**config.mk**
```make
export PLATFORM = sky130hd
export DESIGN_NAME = aes_addr_gen
export DESIGN_NICKNAME = d
export VERILOG_FILES = /design/src/rtl/aes_addr_gen.sv
export SDC_FILE = /design/constraint.sdc
export NUM_CORES = 1
export LEC_CHECK = 0
export ABC_AREA = 0
export CAP_MARGIN = 25
export CELL_PAD_IN_SITES_DETAIL_PLACEMENT = 2
export CELL_PAD_IN_SITES_GLOBAL_PLACEMENT = 2
export CORE_AREA = 4 4 174 210
export CTS_BUF_LIST = sky130_fd_sc_hd__clkbuf_4 sky130_fd_sc_hd__clkbuf_8
export DETAILED_ROUTE_END_ITERATION = 6
export DIE_AREA = 0 0 178 214
export GPL_TIMING_DRIVEN = 1
export PLACE_DENSITY = 0.87
export SKIP_LAST_GASP = 1
export SYNTH_ARGS = -nofsm -noshare
export SYNTH_HDL_FRONTEND = slang
export SYNTH_SLANG_ARGS = --single-unit
```
**constraint.sdc**
```tcl
create_clock -name clk_i -period 13 [get_ports clk_i]
set_clock_uncertainty 0.2 [all_clocks]
set_input_delay 1.3 -clock clk_i [delete_from_list [all_inputs] [get_ports clk_i]]
set_output_delay 1.3 -clock clk_i [all_outputs]
set_load 0.01 [all_outputs]
```
**src/rtl/aes_addr_gen.sv**
```systemverilog
// Two-level strided address generator for the AES streamer: outer iterations x inner words.
// Optional alignment check on the job fields is enabled by defining AES_ADDR_GEN_ALIGN_CHECK_EN.
module aes_addr_gen #(
    parameter int ADDR_WIDTH = 32,
    parameter int CNT_WIDTH  = 16
) (
    input  logic                  clk_i,
    input  logic                  rst_i,
    input  logic                  clear_i,
    input  logic                  start_i,
    input  logic [ADDR_WIDTH-1:0] base_addr_i,
    input  logic [CNT_WIDTH-1:0]  nb_iter_i,
    input  logic [CNT_WIDTH-1:0]  len_iter_i,
    input  logic [ADDR_WIDTH-1:0] iter_stride_i,
    input  logic [ADDR_WIDTH-1:0] word_stride_i,
    output logic [ADDR_WIDTH-1:0] addr_o,
    output logic                  addr_valid_o,
    input  logic                  addr_ready_i,
    output logic                  busy_o,
    output logic                  done_o,
    output logic                  err_o
);

    typedef enum logic [1:0] {
        IDLE = 2'd0,
        RUN  = 2'd1,
        DONE = 2'd2
    } state_t;

    state_t                state;
    logic [ADDR_WIDTH-1:0] addr_q;
    logic [ADDR_WIDTH-1:0] row_addr;
    logic [ADDR_WIDTH-1:0] iter_stride_q;
    logic [ADDR_WIDTH-1:0] word_stride_q;
    logic [CNT_WIDTH-1:0]  nb_q;
    logic [CNT_WIDTH-1:0]  len_q;
    logic [CNT_WIDTH-1:0]  outer_cnt;
    logic [CNT_WIDTH-1:0]  inner_cnt;
    logic                  valid_q;
    logic                  busy_q;
    logic                  done_q;
    logic                  align_bad;
    logic                  handshake;
    logic                  last_inner;
    logic                  last_outer;

`ifdef AES_ADDR_GEN_ALIGN_CHECK_EN
    logic err_q;

    assign align_bad = (|base_addr_i[1:0]) | (|iter_stride_i[1:0]) | (|word_stride_i[1:0]);
    assign err_o     = err_q;

    // Sticky: only clear_i or reset drop it.
    always_ff @(posedge clk_i or posedge rst_i) begin
        if (rst_i) begin
            err_q <= 1'b0;
        end else if (clear_i) begin
            err_q <= 1'b0;
        end else if (state == IDLE && start_i && align_bad) begin
            err_q <= 1'b1;
        end
    end
`else
    assign align_bad = 1'b0;
    assign err_o     = 1'b0;
`endif

    assign handshake  = valid_q && addr_ready_i;
    assign last_inner = (inner_cnt == len_q - CNT_WIDTH'(1));
    assign last_outer = (outer_cnt == nb_q - CNT_WIDTH'(1));

    assign addr_o       = addr_q;
    assign addr_valid_o = valid_q;
    assign busy_o       = busy_q;
    assign done_o       = done_q;

    always_ff @(posedge clk_i or posedge rst_i) begin
        if (rst_i) begin
            state         <= IDLE;
            addr_q        <= '0;
            row_addr      <= '0;
            iter_stride_q <= '0;
            word_stride_q <= '0;
            nb_q          <= '0;
            len_q         <= '0;
            outer_cnt     <= '0;
            inner_cnt     <= '0;
            valid_q       <= 1'b0;
            busy_q        <= 1'b0;
            done_q        <= 1'b0;
        end else if (clear_i) begin
            state         <= IDLE;
            addr_q        <= '0;
            row_addr      <= '0;
            iter_stride_q <= '0;
            word_stride_q <= '0;
            nb_q          <= '0;
            len_q         <= '0;
            outer_cnt     <= '0;
            inner_cnt     <= '0;
            valid_q       <= 1'b0;
            busy_q        <= 1'b0;
            done_q        <= 1'b0;
        end else begin
            case (state)
                IDLE: begin
                    done_q <= 1'b0;
                    if (start_i) begin
                        addr_q        <= base_addr_i;
                        row_addr      <= base_addr_i;
                        iter_stride_q <= iter_stride_i;
                        word_stride_q <= word_stride_i;
                        nb_q          <= nb_iter_i;
                        len_q         <= len_iter_i;
                        outer_cnt     <= '0;
                        inner_cnt     <= '0;
                        busy_q        <= 1'b1;
                        // Empty or misaligned jobs skip RUN and just report completion.
                        if (align_bad || nb_iter_i == '0 || len_iter_i == '0) begin
                            state  <= DONE;
                            done_q <= 1'b1;
                        end else begin
                            state   <= RUN;
                            valid_q <= 1'b1;
                        end
                    end
                end
                RUN: begin
                    if (handshake) begin
                        if (last_inner && last_outer) begin
                            state   <= DONE;
                            valid_q <= 1'b0;
                            done_q  <= 1'b1;
                        end else if (last_inner) begin
                            inner_cnt <= '0;
                            outer_cnt <= outer_cnt + CNT_WIDTH'(1);
                            row_addr  <= row_addr + iter_stride_q;
                            addr_q    <= row_addr + iter_stride_q;
                        end else begin
                            inner_cnt <= inner_cnt + CNT_WIDTH'(1);
                            addr_q    <= addr_q + word_stride_q;
                        end
                    end
                end
                DONE: begin
                    state  <= IDLE;
                    done_q <= 1'b0;
                    busy_q <= 1'b0;
                end
                default: begin
                    state   <= IDLE;
                    valid_q <= 1'b0;
                    busy_q  <= 1'b0;
                    done_q  <= 1'b0;
                end
            endcase
        end
    end

endmodule

```
==> impl_metrics.env, run 1 <==
export IMPL_hold_viol_final=0
export IMPL_cts_inserted_buffers=17
export IMPL_top_layer_used="met4"
export IMPL_leakagePower_nw=6.98
export IMPL_crit_start="nb_q[0]"
export IMPL_ctsResizeCount=0
export IMPL_p_int_mw=1.15
export IMPL_power_switching_mw=0.821
export IMPL_yosysSeqAreaShare=0.372
export IMPL_die_area_mm2=0.0381
export IMPL_pwr_share_seq=0.389
export IMPL_hold_class="reg2reg"
export IMPL_synth_ff_latch_count=197
export IMPL_critical_path_top_delay_family="simple AND/OR/NAND/NOR gates"
export IMPL_gp_congestion=0.902
export IMPL_synth_cell_type_count=79
export IMPL_drive_gt1_frac=0.0539
export IMPL_syn_area_mm2=0.0133
export IMPL_switching_share=0.417
export IMPL_grt_pass1_vias=14100
export IMPL_n_antenna_cell=0
export IMPL_powerDensity_mw_per_mm2=125
export IMPL_met3WireLength_mm=1.76
export IMPL_required_ns=13.23
export IMPL_cp_common_cell="nor4_1"
export IMPL_worst_path_buf_inv=2
export IMPL_cp_cell_sequence="inv_1, ha_1, or4b_2, nor4_1, mux2i_1, nand4_1, nor4_1, and4_1, or2_1, buf_4, nor4_1, a32o_1"
export IMPL_grt_max_degree=140
export IMPL_cp_endpoint="addr_o[29]"
export IMPL_worst_ep_arrival_time_ns=5.18
export IMPL_start_kind="register"
export IMPL_ios=169
export IMPL_synth_warnings=0
export IMPL_dr_wl_met2_mm=28.2
export IMPL_synth_main_ff_cell="dfrtp_1"
export IMPL_worst_pin_slew_ns=1.06
export IMPL_die_x_um=178
export IMPL_ant_nets=0
export IMPL_finalCriticalPeriod_ns=4.95
export IMPL_hpwl_mm=39.1
export IMPL_post_cts_buffers=0
export IMPL_comb_power_share=0.392
export IMPL_cpPeakStageDelay_ns=0.91
export IMPL_area_growth_pct=18.8
export IMPL_overflow=0
export IMPL_status="finished clean"
export IMPL_cts_hold_buf=0
export IMPL_r2r_cells=12
export IMPL_antenna_found_initial=0
export IMPL_clock_latency_ns=0.54
export IMPL_syn_nets=1647
export IMPL_htreeDepth=4
export IMPL_peakVddDrop_mv=0.0647
export IMPL_drt_met1_wl_mm=20.2
export IMPL_cts_sinks=197
export IMPL_worst_setup_path_type="reg2reg"
export IMPL_synth_edff_count=0
export IMPL_setup_tns_final_ns=0
export IMPL_drtIter0Drc=677
export IMPL_r2r_end="addr_o[29]"
export IMPL_path_max_fanout=47
export IMPL_slew_viol_final=0
export IMPL_r2r_start="nb_q[0]"
export IMPL_syn_avg_cell_area_um2=9.18
export IMPL_die_h_um=214
export IMPL_nNetsFinal=1764
export IMPL_clock_path_buffers=2
export IMPL_fmax_mhz=202
export IMPL_cts_tree="yes"
export IMPL_portBuffers=167
export IMPL_grt_usage=0.275
export IMPL_vias=12600
export IMPL_clkTransAtPathRegs_ns=0.12
export IMPL_clockRootBuffer="clkbuf_8"
export IMPL_drc_errors=0
export IMPL_core_area_mm2=0.0346
export IMPL_crit_slowest_cell="nor4_1"
export IMPL_start_util=0.383
export IMPL_num_rows=75
export IMPL_cp_end_kind="register"
export IMPL_grt_pass1_wl_mm=82.1
export IMPL_total_power_mw=1.97
export IMPL_holdWs_ns=0.295
export IMPL_drt_total_wl_mm=52.9
export IMPL_rsz0062_at_grt="false"
export IMPL_timing_slew_headroom=0.288
export IMPL_async_reset_ff_frac=1.00
export IMPL_p_clk_frac=0.218
export IMPL_dr_pass1_iters=5
export IMPL_path_depth=12
export IMPL_vias_per_cell=6.19
export IMPL_setup_viol=0
export IMPL_final_period_utilization=0.381
export IMPL_syn_inst=1446
export IMPL_maxCapViolCount=0
export IMPL_wl_per_cell_um=25.9
export IMPL_reg2reg_slack_ns=8.05
-- cells in the mapped netlist, types with 6 or more instances --
cell type    n  area (um2)
dfrtp_1    197        4930
nand2_1    141         529
a22o_1     117        1020
a21oi_1     82         410
o21ai_0     78         390
nor2_1      73         274
ha_1        66         826
xnor2_1     63         552
clkbuf_1    57         214
a21o_1      38         285
nand3_1     38         190
xor2_1      37         324
mux2i_1     33         330
nor3_1      32         160
nor4_1      26         163
nand4_1     24         150
inv_1       22        82.6
and3_1      21         131
or3_1       20         125
a211oi_1    19         143
a31oi_1     19         119
buf_2       17        85.1
o31ai_1     17         128
and2_1      14        87.6
nand2b_1    13        81.3
nor2b_1     13        81.3
o211ai_1    13        97.6
a21boi_0    12        90.1
o21bai_1     9        67.6
or2_2        8        50.1
or4_1        8        60.1
buf_1        7        26.3
o21a_1       7        52.6
a2111oi_0    6        52.6
and4_1       6        52.6
o41ai_1      6        52.6
-- area by class of cell --
cell class / count / area (um2)
clock buffer: 17 / 234
clock inverter: 15 / 163
fill: 3721 / 18900
inverter: 22 / 90.1
multi-input combinational: 1143 / 7950
sequential: 197 / 4930
tap: 462 / 578
timing repair buffer: 182 / 1820
-- worst reg2reg max path: cells and delay by family (launching register included) --
family / cells / cell delay [ns]
simple gates: 7 / 2.93
flops: 1 / 0.44
mux: 1 / 0.22
buf+inv: 2 / 0.54
fa+ha+maj: 1 / 0.25
compound gates: 1 / 0.29
-- power by group through the flow --
| stage | clock (mW) | combinational, mW | sequential, mW |
|---|---|---|---|
| after floorplan | 0 | 0.484 | 0.742 |
| after global placement | 0 | 0.721 | 0.773 |
| after detailed placement | 0 | 0.759 | 0.776 |
| after CTS | 0.438 | 0.771 | 0.766 |
| after global routing | 0.463 | 0.840 | 0.774 |
| final | 0.430 | 0.773 | 0.767 |
-- logic make-up (layout without fill, tap and decap cells) --
group           Yosys count  count (layout)  share of synthesized area
fa+ha+maj                68              68                     0.0653
simple gates            464             464                      0.183
compound gates          474             474                      0.254
buf+inv                 106             236                     0.0324
mux                      36              36                     0.0274
flops                   197             197                      0.372
other cells               1               1                   0.000283
xor+xnor                100             100                     0.0660
-- how the worst min path moves through the flow --
stage / startpoint / to / slack [ns] / cells past startpoint
floorplan: row_addr[28] / row_addr[28] / 0.25 / 2
global placement: done_o / done_o / 0.27 / 1
detailed placement: done_o / done_o / 0.27 / 1
CTS: done_o / done_o / 0.30 / 1
global route: done_o / done_o / 0.33 / 1
finish: done_o / done_o / 0.30 / 1
-- cells in the final DEF, fill, tap and decap left out, types with 6 or more instances in the layout --
| cell type | count |
|---|---|
| o21a_1 | 7 |
| inv_1 | 21 |
| clkdlybuf4s50_1 | 166 |
| or4_1 | 8 |
| nor2b_1 | 12 |
| o211ai_1 | 13 |
| o21bai_1 | 9 |
| buf_4 | 12 |
| nand4_1 | 24 |
| a211oi_1 | 19 |
| clkbuf_8 | 17 |
| o41ai_1 | 6 |
| nor2_1 | 71 |
| or3_1 | 20 |
| mux2i_1 | 33 |
| a22o_1 | 117 |
| inv_6 | 6 |
| nand2_1 | 141 |
| and2_1 | 14 |
| and3_1 | 21 |
| xor2_1 | 37 |
| or2_2 | 8 |
| o21ai_0 | 78 |
| dfrtp_1 | 197 |
| nand2b_1 | 12 |
| a31oi_1 | 19 |
| a2111oi_0 | 6 |
| a21oi_1 | 82 |
| a21boi_0 | 12 |
| and4_1 | 6 |
| a21o_1 | 38 |
| o31ai_1 | 17 |
| xnor2_1 | 63 |
| ha_1 | 66 |
| nor4_1 | 26 |
| nand3_1 | 38 |
| nor3_1 | 31 |
-- routing by layer --
layer / up-vias / track usage
met1: 6495 / 0.310
met2: 311 / 0.506
li1: 5675 / -
met4: 0 / 0.132
met3: 129 / 0.0344
met5: - / 0
-- per-stage QoR --
step	std cells	worst slack, ns	instance area (um2)	utilization
after floorplan	1446	6.13	13300	-
after global placement	2003	8.29	15300	0.442
after detailed placement	2004	8.14	15300	0.442
after CTS	2036	8.08	15700	0.454
after global routing	2038	7.72	15800	0.455
final	2038	8.05	15800	0.455
-- state kept, by name, indices dropped and copies added, names as in the netlist --
name / cells
addr_o: 32
addr_valid_o: 1
busy_o: 1
done_o: 1
inner_cnt: 16
iter_stride_q: 32
len_q: 16
nb_q: 16
outer_cnt: 16
row_addr: 32
state: 2
word_stride_q: 32
Power figures use the tool's default switching activity.
==> inputs of run 2 (changes only) <==
Settings changed: CORE_AREA 4 4 174 210 to 4 4 181 218, DIE_AREA 0 0 178 214 to 0 0 185 222, PLACE_DENSITY 0.87 to 0.81.
Clock period 13 ns to 4.7 ns, I/O delays scaled along.
==> run 2 against run 1 <==
Compared with the run above: worst hold slack worse by 0.24 ns; clock power increased to 2.6 times the previous value; sequential cell count stayed put; critical endpoint is now row_addr[3].
==> impl_metrics.env, run 2 (same netlist as run 1, synthesis figures left out) <==
export IMPL_drtIter0Drc=607
export IMPL_nNetsFinal=1772
export IMPL_setup_tns_final_ns=0
export IMPL_worst_pin_slew_ns=0.922
export IMPL_grt_pass1_vias=13900
export IMPL_hpwl_mm=39.3
export IMPL_start_kind="register"
export IMPL_overflow=0
export IMPL_r2r_cells=13
export IMPL_htreeDepth=4
export IMPL_grt_usage=0.245
export IMPL_leakagePower_nw=7.01
export IMPL_timing_slew_headroom=0.385
export IMPL_fmax_mhz=237
export IMPL_comb_power_share=0.397
export IMPL_post_route_util=0.422
export IMPL_cts_hold_buf=0
export IMPL_layout_common_cells="dfrtp_1, clkdlybuf4s50_1, nand2_1"
export IMPL_die_x_um=185
export IMPL_grt_pass1_wl_mm=78.8
export IMPL_cts_inserted_buffers=17
export IMPL_portBuffers=167
export IMPL_slew_viol_final=0
export IMPL_rsz0062_at_grt="false"
export IMPL_drive_gt1_frac=0.0587
export IMPL_power_switching_mw=2.24
export IMPL_finalCriticalPeriod_ns=4.21
export IMPL_vias=12400
export IMPL_cts_sinks=197
export IMPL_drc_errors=0
export IMPL_vias_per_cell=6.03
export IMPL_wl_per_cell_um=24.8
export IMPL_die_area_mm2=0.0411
export IMPL_start_util=0.354
export IMPL_p_int_mw=3.14
export IMPL_clkTransAtPathRegs_ns=0.12
export IMPL_cts_tree="yes"
export IMPL_die_h_um=222
export IMPL_ios=169
export IMPL_final_common_cell="dfrtp_1"
export IMPL_p_clk_frac=0.210
export IMPL_final_period_utilization=0.897
export IMPL_peakVddDrop_mv=0.202
export IMPL_dr_pass1_iters=5
export IMPL_cp_end_kind="register"
export IMPL_setup_viol=0
export IMPL_path_max_fanout=35
export IMPL_pwr_share_seq=0.393
export IMPL_num_rows=78
export IMPL_clockRootBuffer="clkbuf_8"
export IMPL_maxCapViolCount=0
export IMPL_worst_ep_arrival_time_ns=4.45
export IMPL_post_cts_buffers=0
export IMPL_clock_latency_ns=0.54
export IMPL_gp_congestion=0.872
export IMPL_ant_nets=0
export IMPL_core_area_mm2=0.0375
export IMPL_antenna_found_initial=0
export IMPL_status="finished clean"
export IMPL_grt_max_degree=146
export IMPL_whs_path_depth=2
export IMPL_drt_total_wl_mm=51.1
export IMPL_hold_class="in2reg"
export IMPL_ctsResizeCount=0
export IMPL_required_ns=4.93
export IMPL_clock_path_buffers=2
export IMPL_worst_setup_path_type="reg2reg"
export IMPL_switching_share=0.416
export IMPL_hold_viol_final=0
export IMPL_area_growth_pct=19.2
export IMPL_powerDensity_mw_per_mm2=340
export IMPL_n_antenna_cell=0
## run 2: worst paths after layout
kind,startpoint,end,slack (ns)
max in group asynchronous,rst_i,word_stride_q[12],3.29
worst min-delay path,clear_i,busy_o,0.05
worst max-delay path,nb_q[0],row_addr[3],0.49
worst max register to register,nb_q[0],row_addr[3],0.49
worst min register to register,done_o,done_o,0.30
min in group asynchronous,rst_i,outer_cnt[13],0.25
## run 2: through the flow
step,hold WS [ns],area (um2),power (mW),setup slack (ns),instances
2_1_floorplan,0.245,13300,3.39,1.15,1446
5_1_grt,0.0393,15800,5.68,0.214,2064
6_report,0.0508,15800,5.37,0.485,2064
3_3_place_gp,0.268,15400,4.17,0.644,2031
3_5_place_dp,0.278,15400,4.27,0.422,2031
4_1_cts,0.00170,15800,5.42,0.376,2063
## run 2: layout make-up
class	count	area (um2)
fill	4105	21700
multi-input combinational	1143	7950
sequential	197	4930
timing repair buffer	190	1880
tap	480	601
clock buffer	17	234
clock inverter	15	140
inverter	22	86.3
## run 2: layer usage
| layer | GRT usage | share of wire | vias up |
|---|---|---|---|
| met1 | 0.277 | 0.39 | 6341 |
| met5 | 0 | 0 | - |
| met4 | 0.118 | 0.050 | 0 |
| met3 | 0.0292 | 0.035 | 116 |
| li1 | - | - | 5680 |
| met2 | 0.452 | 0.53 | 310 |
## run 2: power groups by stage
stage               Combinational [mW]  Clock (mW)  Sequential [mW]
floorplan                         1.34           0             2.05
global placement                  2.03           0             2.14
detailed placement                2.13           0             2.14
CTS                               2.14        1.17             2.11
global route                      2.32        1.23             2.13
finish                            2.13        1.13             2.11
## run 2: worst max-delay path, cell delays in order (launching register included)
cell and delay (ns):
dfrtp_1 0.44, inv_1 0.09, ha_1 0.23, or4b_2 0.68, a311o_1 0.37, o21ai_0 0.18, nand4_1 0.14, nor4_1 0.29
buf_4 0.21, nor4_4 0.06, nor2_4 0.68, buf_4 0.35, nand2_1 0.09, o31ai_1 0.08
==> inputs of run 3 (changes only) <==
Settings changed: CAP_MARGIN 25 to 20.
==> results of run 3 <==
Same layout as run 2: the final DEF is identical, and so are final timing and power.
